File: src/rtl/pid_pkg.sv
// Shared types and widths for the three-axis PID scheduler.
// Contents: datapath width constants, output saturation limits,
// the axis enum (roll/pitch/yaw) and the sequencer state enum.
package pid_pkg;

  localparam int ERR_W  = 32;
  localparam int GAIN_W = 16;
  localparam int PROD_W = 48;
  localparam int ACC_W  = 40;
  localparam int POW_W  = 13;

  // Two guard bits so p+i+dt of three 48b terms cannot wrap.
  localparam int SUM_W  = PROD_W + 2;
  // Multiplier operand B carries the widest of e (32b), d (33b), acc (40b).
  localparam int MULB_W = ACC_W + 1;
  localparam int MUL_W  = GAIN_W + MULB_W;

  localparam longint POW_MAX = (longint'(1) <<< (POW_W - 1)) - 1;
  localparam longint POW_MIN = -(longint'(1) <<< (POW_W - 1));

  typedef enum logic [1:0] {
    AX_ROLL  = 2'd0,
    AX_PITCH = 2'd1,
    AX_YAW   = 2'd2
  } axis_e;

  typedef enum logic [2:0] {
    S_IDLE = 3'd0,
    S_P    = 3'd1,
    S_I    = 3'd2,
    S_D    = 3'd3,
    S_OUT  = 3'd4,
    S_DONE = 3'd5
  } state_e;

endpackage

File: src/rtl/pid_sat.sv
// Parametric signed clamp: limits x_i to [LO, HI] and narrows it to OUT_W bits.
// Ports:
//   x_i  in  IN_W   signed value to clamp (IN_W <= 64)
//   y_o  out OUT_W  clamped value; LO/HI must be representable in OUT_W
module pid_sat #(
  parameter int     IN_W  = 41,
  parameter int     OUT_W = 40,
  parameter longint LO    = -1,
  parameter longint HI    = 1
) (
  input  logic signed [IN_W-1:0]  x_i,
  output logic signed [OUT_W-1:0] y_o
);

  logic signed [63:0] x_ext;

  assign x_ext = 64'(x_i);

  always_comb begin
    if (x_ext > HI) begin
      y_o = OUT_W'(HI);
    end else if (x_ext < LO) begin
      y_o = OUT_W'(LO);
    end else begin
      y_o = OUT_W'(x_i);
    end
  end

endmodule

File: src/rtl/pid_axis_sched.sv
// Time-multiplexed PID for roll, pitch and yaw sharing one signed multiplier.
// A data_ready pulse latches the three errors; each axis then takes four
// states (P, I, D, OUT) and the three 13-bit powers are published together
// with a one-cycle valid in the DONE state (13 cycles after data_ready).
// Ports:
//   clk, rst             clock, synchronous active-high reset
//   data_ready           one-cycle pulse, new errors valid
//   err_roll/pitch/yaw   signed 32b rate errors, 18 fractional bits
//   armed                (only with PID_ARM_GATE_EN) 0 zeroes state and powers
//   clr_overrun          clears the sticky overrun flag
//   power_roll/pitch/yaw signed 13b commands
//   valid                one-cycle pulse when powers update
//   busy                 high in P/I/D/OUT
//   overrun              sticky, set when data_ready arrives while busy
// Build option: define PID_ARM_GATE_EN to add the armed input.
module pid_axis_sched
  import pid_pkg::*;
#(
  parameter logic signed [GAIN_W-1:0] KP_RP = 16'sd1,
  parameter logic signed [GAIN_W-1:0] KI_RP = 16'sd0,
  parameter logic signed [GAIN_W-1:0] KD_RP = 16'sd0,
  parameter logic signed [GAIN_W-1:0] KP_Y  = 16'sd1,
  parameter logic signed [GAIN_W-1:0] KI_Y  = 16'sd0,
  parameter logic signed [GAIN_W-1:0] KD_Y  = 16'sd0,
  parameter longint ACC_MAX   = (longint'(1) <<< 36) - 1,
  parameter longint MAX_ITERM = longint'(1024) <<< 18,
  parameter int     OUT_SHIFT = 18
) (
  input  logic                    clk,
  input  logic                    rst,
  input  logic                    data_ready,
  input  logic signed [ERR_W-1:0] err_roll,
  input  logic signed [ERR_W-1:0] err_pitch,
  input  logic signed [ERR_W-1:0] err_yaw,
`ifdef PID_ARM_GATE_EN
  input  logic                    armed,
`endif
  input  logic                    clr_overrun,
  output logic signed [POW_W-1:0] power_roll,
  output logic signed [POW_W-1:0] power_pitch,
  output logic signed [POW_W-1:0] power_yaw,
  output logic                    valid,
  output logic                    busy,
  output logic                    overrun
);

  state_e state_q, state_d;
  axis_e  ax_q;

  logic signed [ERR_W-1:0]  e_q    [3];
  logic signed [ACC_W-1:0]  acc_q  [3];
  logic signed [ERR_W-1:0]  prev_q [3];
  logic signed [PROD_W-1:0] p_q, i_q, dt_q;
  // Roll/pitch results wait here so all three outputs change on one edge.
  logic signed [POW_W-1:0]  pw_q   [2];
  logic signed [POW_W-1:0]  pow_q  [3];
  logic                     valid_q, overrun_q;

  logic                     armed_w;
  logic                     busy_w;
  logic signed [ERR_W-1:0]  e_cur;
  logic signed [ERR_W:0]    diff;
  logic signed [ACC_W:0]    acc_sum;
  logic signed [ACC_W-1:0]  acc_next;
  logic signed [GAIN_W-1:0] k_mul;
  logic signed [MULB_W-1:0] b_mul;
  logic signed [MUL_W-1:0]  prod;
  logic signed [PROD_W-1:0] iterm;
  logic signed [SUM_W-1:0]  sum, sum_sh;
  logic signed [POW_W-1:0]  pow_sat, pow_new;

`ifdef PID_ARM_GATE_EN
  assign armed_w = armed;
`else
  assign armed_w = 1'b1;
`endif

  assign busy_w  = (state_q == S_P) || (state_q == S_I) ||
                   (state_q == S_D) || (state_q == S_OUT);
  assign e_cur   = e_q[ax_q];
  assign diff    = (ERR_W+1)'(e_cur) - (ERR_W+1)'(prev_q[ax_q]);
  assign acc_sum = (ACC_W+1)'(acc_q[ax_q]) + (ACC_W+1)'(e_cur);

  always_comb begin
    state_d = state_q;
    case (state_q)
      S_IDLE:  if (data_ready) state_d = S_P;
      S_P:     state_d = S_I;
      S_I:     state_d = S_D;
      S_D:     state_d = S_OUT;
      S_OUT:   state_d = (ax_q == AX_YAW) ? S_DONE : S_P;
      S_DONE:  state_d = data_ready ? S_P : S_IDLE;
      default: state_d = S_IDLE;
    endcase
  end

  // Shared multiplier: the state picks which term is formed this cycle.
  always_comb begin
    k_mul = (ax_q == AX_YAW) ? KP_Y : KP_RP;
    b_mul = MULB_W'(e_cur);
    case (state_q)
      S_I: begin
        k_mul = (ax_q == AX_YAW) ? KI_Y : KI_RP;
        b_mul = MULB_W'(acc_next);
      end
      S_D: begin
        k_mul = (ax_q == AX_YAW) ? KD_Y : KD_RP;
        b_mul = MULB_W'(diff);
      end
      default: ;
    endcase
  end

  assign prod = MUL_W'(k_mul) * MUL_W'(b_mul);

  pid_sat #(.IN_W(ACC_W+1), .OUT_W(ACC_W), .LO(-ACC_MAX), .HI(ACC_MAX))
    u_acc_sat (.x_i(acc_sum), .y_o(acc_next));

  pid_sat #(.IN_W(MUL_W), .OUT_W(PROD_W), .LO(-MAX_ITERM), .HI(MAX_ITERM))
    u_iterm_sat (.x_i(prod), .y_o(iterm));

  assign sum    = SUM_W'(p_q) + SUM_W'(i_q) + SUM_W'(dt_q);
  assign sum_sh = sum >>> OUT_SHIFT;

  pid_sat #(.IN_W(SUM_W), .OUT_W(POW_W), .LO(POW_MIN), .HI(POW_MAX))
    u_out_sat (.x_i(sum_sh), .y_o(pow_sat));

  assign pow_new = armed_w ? pow_sat : '0;

  // Control and per-axis state: cleared by reset.
  always_ff @(posedge clk) begin
    if (rst) begin
      state_q   <= S_IDLE;
      ax_q      <= AX_ROLL;
      valid_q   <= 1'b0;
      overrun_q <= 1'b0;
      for (int a = 0; a < 3; a++) begin
        acc_q[a]  <= '0;
        prev_q[a] <= '0;
        pow_q[a]  <= '0;
      end
      pw_q[0] <= '0;
      pw_q[1] <= '0;
    end else begin
      state_q   <= state_d;
      valid_q   <= (state_q == S_OUT) && (ax_q == AX_YAW);
      // A new drop wins over a simultaneous clear.
      overrun_q <= (data_ready && busy_w) ? 1'b1 :
                   (clr_overrun ? 1'b0 : overrun_q);
      case (state_q)
        S_IDLE, S_DONE: if (data_ready) ax_q <= AX_ROLL;
        S_I:   acc_q[ax_q]  <= armed_w ? acc_next : '0;
        S_D:   prev_q[ax_q] <= armed_w ? e_cur : '0;
        S_OUT: begin
          case (ax_q)
            AX_ROLL: begin
              pw_q[0] <= pow_new;
              ax_q    <= AX_PITCH;
            end
            AX_PITCH: begin
              pw_q[1] <= pow_new;
              ax_q    <= AX_YAW;
            end
            default: begin
              pow_q[0] <= pw_q[0];
              pow_q[1] <= pw_q[1];
              pow_q[2] <= pow_new;
            end
          endcase
        end
        default: ;
      endcase
    end
  end

  // Datapath registers: only ever read after being written in-sequence.
  always_ff @(posedge clk) begin
    case (state_q)
      S_IDLE, S_DONE: begin
        if (data_ready) begin
          e_q[0] <= err_roll;
          e_q[1] <= err_pitch;
          e_q[2] <= err_yaw;
        end
      end
      S_P:     p_q  <= PROD_W'(prod);
      S_I:     i_q  <= iterm;
      S_D:     dt_q <= PROD_W'(prod);
      default: ;
    endcase
  end

  assign power_roll  = pow_q[0];
  assign power_pitch = pow_q[1];
  assign power_yaw   = pow_q[2];
  assign valid       = valid_q;
  assign busy        = busy_w;
  assign overrun     = overrun_q;

endmodule

File: config.mk
export PLATFORM = sky130hd
export DESIGN_NAME = pid_axis_sched
export DESIGN_NICKNAME = d
export VERILOG_FILES = /design/src/rtl/pid_pkg.sv /design/src/rtl/pid_sat.sv /design/src/rtl/pid_axis_sched.sv
export SDC_FILE = /design/constraint.sdc
export NUM_CORES = 1
export LEC_CHECK = 0
export ABC_AREA = 0
export ABC_CLOCK_PERIOD_IN_PS = 9100
export CORE_MARGIN = 2
export CORE_UTILIZATION = 50
export CTS_CLUSTER_DIAMETER = 100
export CTS_CLUSTER_SIZE = 24
export DETAILED_ROUTE_END_ITERATION = 10
export DONT_BUFFER_PORTS = 1
export GPL_ROUTABILITY_DRIVEN = 0
export SLEW_MARGIN = 15
export SYNTH_ARGS = -nofsm -noshare
export SYNTH_HDL_FRONTEND = slang
export SYNTH_SLANG_ARGS = --single-unit
File: constraint.sdc
create_clock -name clk -period 9.1 [get_ports clk]
set_clock_uncertainty 0.2 [all_clocks]
set_input_delay 0.455 -clock clk [delete_from_list [all_inputs] [get_ports clk]]
set_output_delay 0.455 -clock clk [all_outputs]
set_load 0.005 [all_outputs]
==> out/qor.yml <==
synthesis:
  netlist_area_um2: 12700
  synthFlopType: "edfxtp_1"
  muxShareOfSynthArea: 0.0298
  synth_top_family_by_area: "simple AND/OR/NAND/NOR gates"
  synth_warnings: 0
  netlist_instances: 944
  yosys.area_share.adder: 0.0852
  yosys.area_share.simple: 0.106
  synth_compound_area_frac: 0.0993
  postSynthAreaPerCell_um2: 13.4
  syn-num-nets: 1111
  ys_ff_latch: 266
  synth_xor_area_frac: 0.0111
  synthArstFlopShare: 0
  synth.distinct_cells: 67
  synth-edff-count: 257
  seq_area_frac_synth: 0.624
grt:
  grt_pass1_wl_mm: 38.8
  grt_usage: 0.186
  first_global_vias: 7482
  antenna_found_initial: 0
  grt_max_degree: 87
  gr-total-overflow: 0
clocking:
  cts_max_level: 1
  ctsResizeCount: 0
  clkTransAtPathRegs_ns: 0.09
  cts-root-buf: "clkbuf_16"
  clockBufferDepth: 3
  insertion_delay_ns: 0.50
  cts_buffers: 15
  cts_sinks: 266
  cts_tree: "yes"
routing:
  wire_per_inst_um: 17.6
  drc_errors: 0
  via_count: 7390
  viasPerCell: 5.37
  drt_pre_antenna_iters: 5
  wirelength_mm: 24.3
  ant_nets: 0
  drtIter0Drc: 530
sta:
  holdWs_ns: 0.0876
  worst_pin_slew_ns: 1.04
  fmax_ghz: 0.229
  rsz0062_at_grt: "no"
  fin_setup_tns_ns: 0
  setup_viol: 0
  min_period_ns: 4.37
  maxSlewViolCount: 0
  relSlewSlack: 0.304
  fin_crit_sh: 0.480
  hold_violations: 0
placed_design:
  dp.cells: 1251
  dp_hpwl_mm: 16.7
  port_buffers: 0
die:
  die_w_um: 163
  die_area_um2: 26600
  num_rows: 58
  core_um2: 25000
  ios: 142
  die_y_um: 163
  start_util: 0.505
layout:
  regArea_um2: 7900
  drive_gt1_frac: 0.0851
  nFillCells: 2010
  final_cells: 1376
  syn2layout_area_growth_pct: 13.7
  fin_nets: 1204
  fin_util: 0.575
  multiInputGateArea_um2: 4200
  antennaDiodeCount: 0
setup_path:
  slowest_stage: "o31ai_2"
  path_common_cell: "inv_1"
  crit_family: "compound AO/OA/AOI/OAI gates"
  crit_type: "flop to flop"
  crit_required_ns: 9.09
  cp-start-kind: "flop"
  crit_arrival_ns: 4.36
  critical_path.max_fanout: 12
  worstPathCellList: "inv_1 -> fa_1 -> inv_1 -> ha_1 -> and3_4 -> a221o_1 -> o31ai_1 -> nand4_1 -> a31oi_1 -> o2111ai_2 -> o31ai_2 -> o21ai_0"
  end_kind: "flop"
  cp_num_buf_inv: 2
  critical-path-max-stage-delay_ns: 0.69
power:
  p_total_w: 0.00303
  irDropWorstVdd_uv: 210
  p_per_area_nw_per_um2: 211
  power_leakage_nw: 5.25
job:
  cap_violations: 0
hold_path:
  hp-class: "input port to flop"
run_status:
  status: "completed"
synth_stat cells, types with 9 or more instances:
cell	instances	area, um2
nor3_1	9	45.0
ha_1	35	438
nand2b_1	39	244
nor2_2	10	62.6
edfxtp_1	257	7720
buf_2	9	45.0
mux2_2	16	180
mux2_1	13	146
nor2_1	56	210
clkbuf_1	13	48.8
o21ai_2	9	78.8
nand4_1	17	106
a21oi_1	45	225
dfxtp_1	9	180
o21ai_0	25	125
inv_1	99	372
nand2_1	38	143
o211ai_1	31	233
fa_1	32	641
o21ai_1	12	60.1
nand3_1	18	90.1
a21o_1	9	67.6
and2_1	30	188
cell usage in the layout (no fill, tap or decap), types with 5 or more instances in the layout:
master	n
xnor2_1	8
a21oi_1	45
nor2b_1	6
ha_1	35
o21ai_2	9
nand3_1	18
and2_1	30
nor2_1	55
mux2_1	13
mux2_2	16
o21a_1	6
inv_1	98
mux2i_1	5
edfxtp_1	257
nand4_1	17
clkbuf_16	15
clkbuf_1	9
xor2_1	8
nand2_1	38
nor2_2	11
o211ai_1	31
o21ai_0	25
a21o_1	9
dlygate4sd3_1	99
dfxtp_1	8
nand2b_1	37
o21ai_1	12
nor3_1	9
fa_1	32
buf_4	8
through the flow:
step / setup WS (ns) / area [um2]
2_1_floorplan: 5.49 / 12700
3_3_place_gp: 4.77 / 12900
3_5_place_dp: 4.69 / 12900
4_1_cts: 4.69 / 14400
5_1_grt: 4.35 / 14400
6_report: 4.73 / 14400
logic make-up after synthesis:
| logic type | after synthesis |
|---|---|
| AOI/OAI and AO/OA | 180 |
| xor gates and xnor gates | 16 |
| adders and majority gates | 67 |
| buffers and inverters | 130 |
| DFF | 266 |
| muxes | 34 |
| and+or+nand+nor | 251 |
sequential cells by signal (all words and copies together) (netlist names), named ones only:
register,flops
overrun,1
i_q,32
ax_q,2
dt_q,32
e_q,96
valid,1
pw_q,26
state_q,3
pow_q,39
p_q,32
layer usage:
| layer | vias up | part of all wire | track usage |
|---|---|---|---|
| met4 | 0 | 0.023 | 0.0455 |
| met3 | 37 | 0.058 | 0.0345 |
| met1 | 3498 | 0.45 | 0.260 |
| met5 | - | 0 | 0 |
| li1 | 3606 | - | - |
| met2 | 249 | 0.47 | 0.304 |
layout make-up:
cell class              instances  share of cell area
multi-input cells             548               0.292
flip-flops and latches        266               0.549
clock buffers                  24              0.0284
repair buffers                107              0.0731
inverters                      99              0.0259
well taps                     330              0.0287
clock inverters                 2             0.00270
worst reg2reg max path, cell delays in order (launching register included):
cell	delay, ns
edfxtp_1	0.33
inv_1	0.05
fa_1	0.53
inv_1	0.04
ha_1	0.34
and3_4	0.22
a221o_1	0.33
o31ai_1	0.43
nand4_1	0.20
a31oi_1	0.26
o2111ai_2	0.18
o31ai_2	0.69
o21ai_0	0.25
power by group:
| group | internal [W] | leakage, nW | switching [W] |
|---|---|---|---|
| combinational | 0.000294 | 2.50 | 0.000525 |
| sequential | 0.00148 | 2.55 | 0.0000336 |
| clock | 0.000321 | 0.211 | 0.000381 |
| total | 0.00209 | 5.25 | 0.000940 |
worst paths after layout:
check / from / endpoint / slack, ns / cells past startpoint
setup / recovery: p_q[6]$_DFFE_PP_ / pw_q[0][14]$_DFFE_PP_ / 4.73 / 12
hold / removal: data_ready / state_q[0]$_SDFFE_PP0P_ / 0.09 / 3
setup reg to reg: p_q[6]$_DFFE_PP_ / pw_q[0][14]$_DFFE_PP_ / 4.73 / 12
hold reg to reg: ax_q[0]$_SDFFE_PP0P_ / valid$_SDFF_PP0_ / 0.29 / 1
what timing repair did:
| item | 4_1_cts | 5_1_grt |
|---|---|---|
| hold buffers | 99 | 0 |
| endpoints found under the hold margin | 105 | 0 |
| buffers inserted | 0 | 0 |
Note: power is estimated with default switching activity, not from simulation.
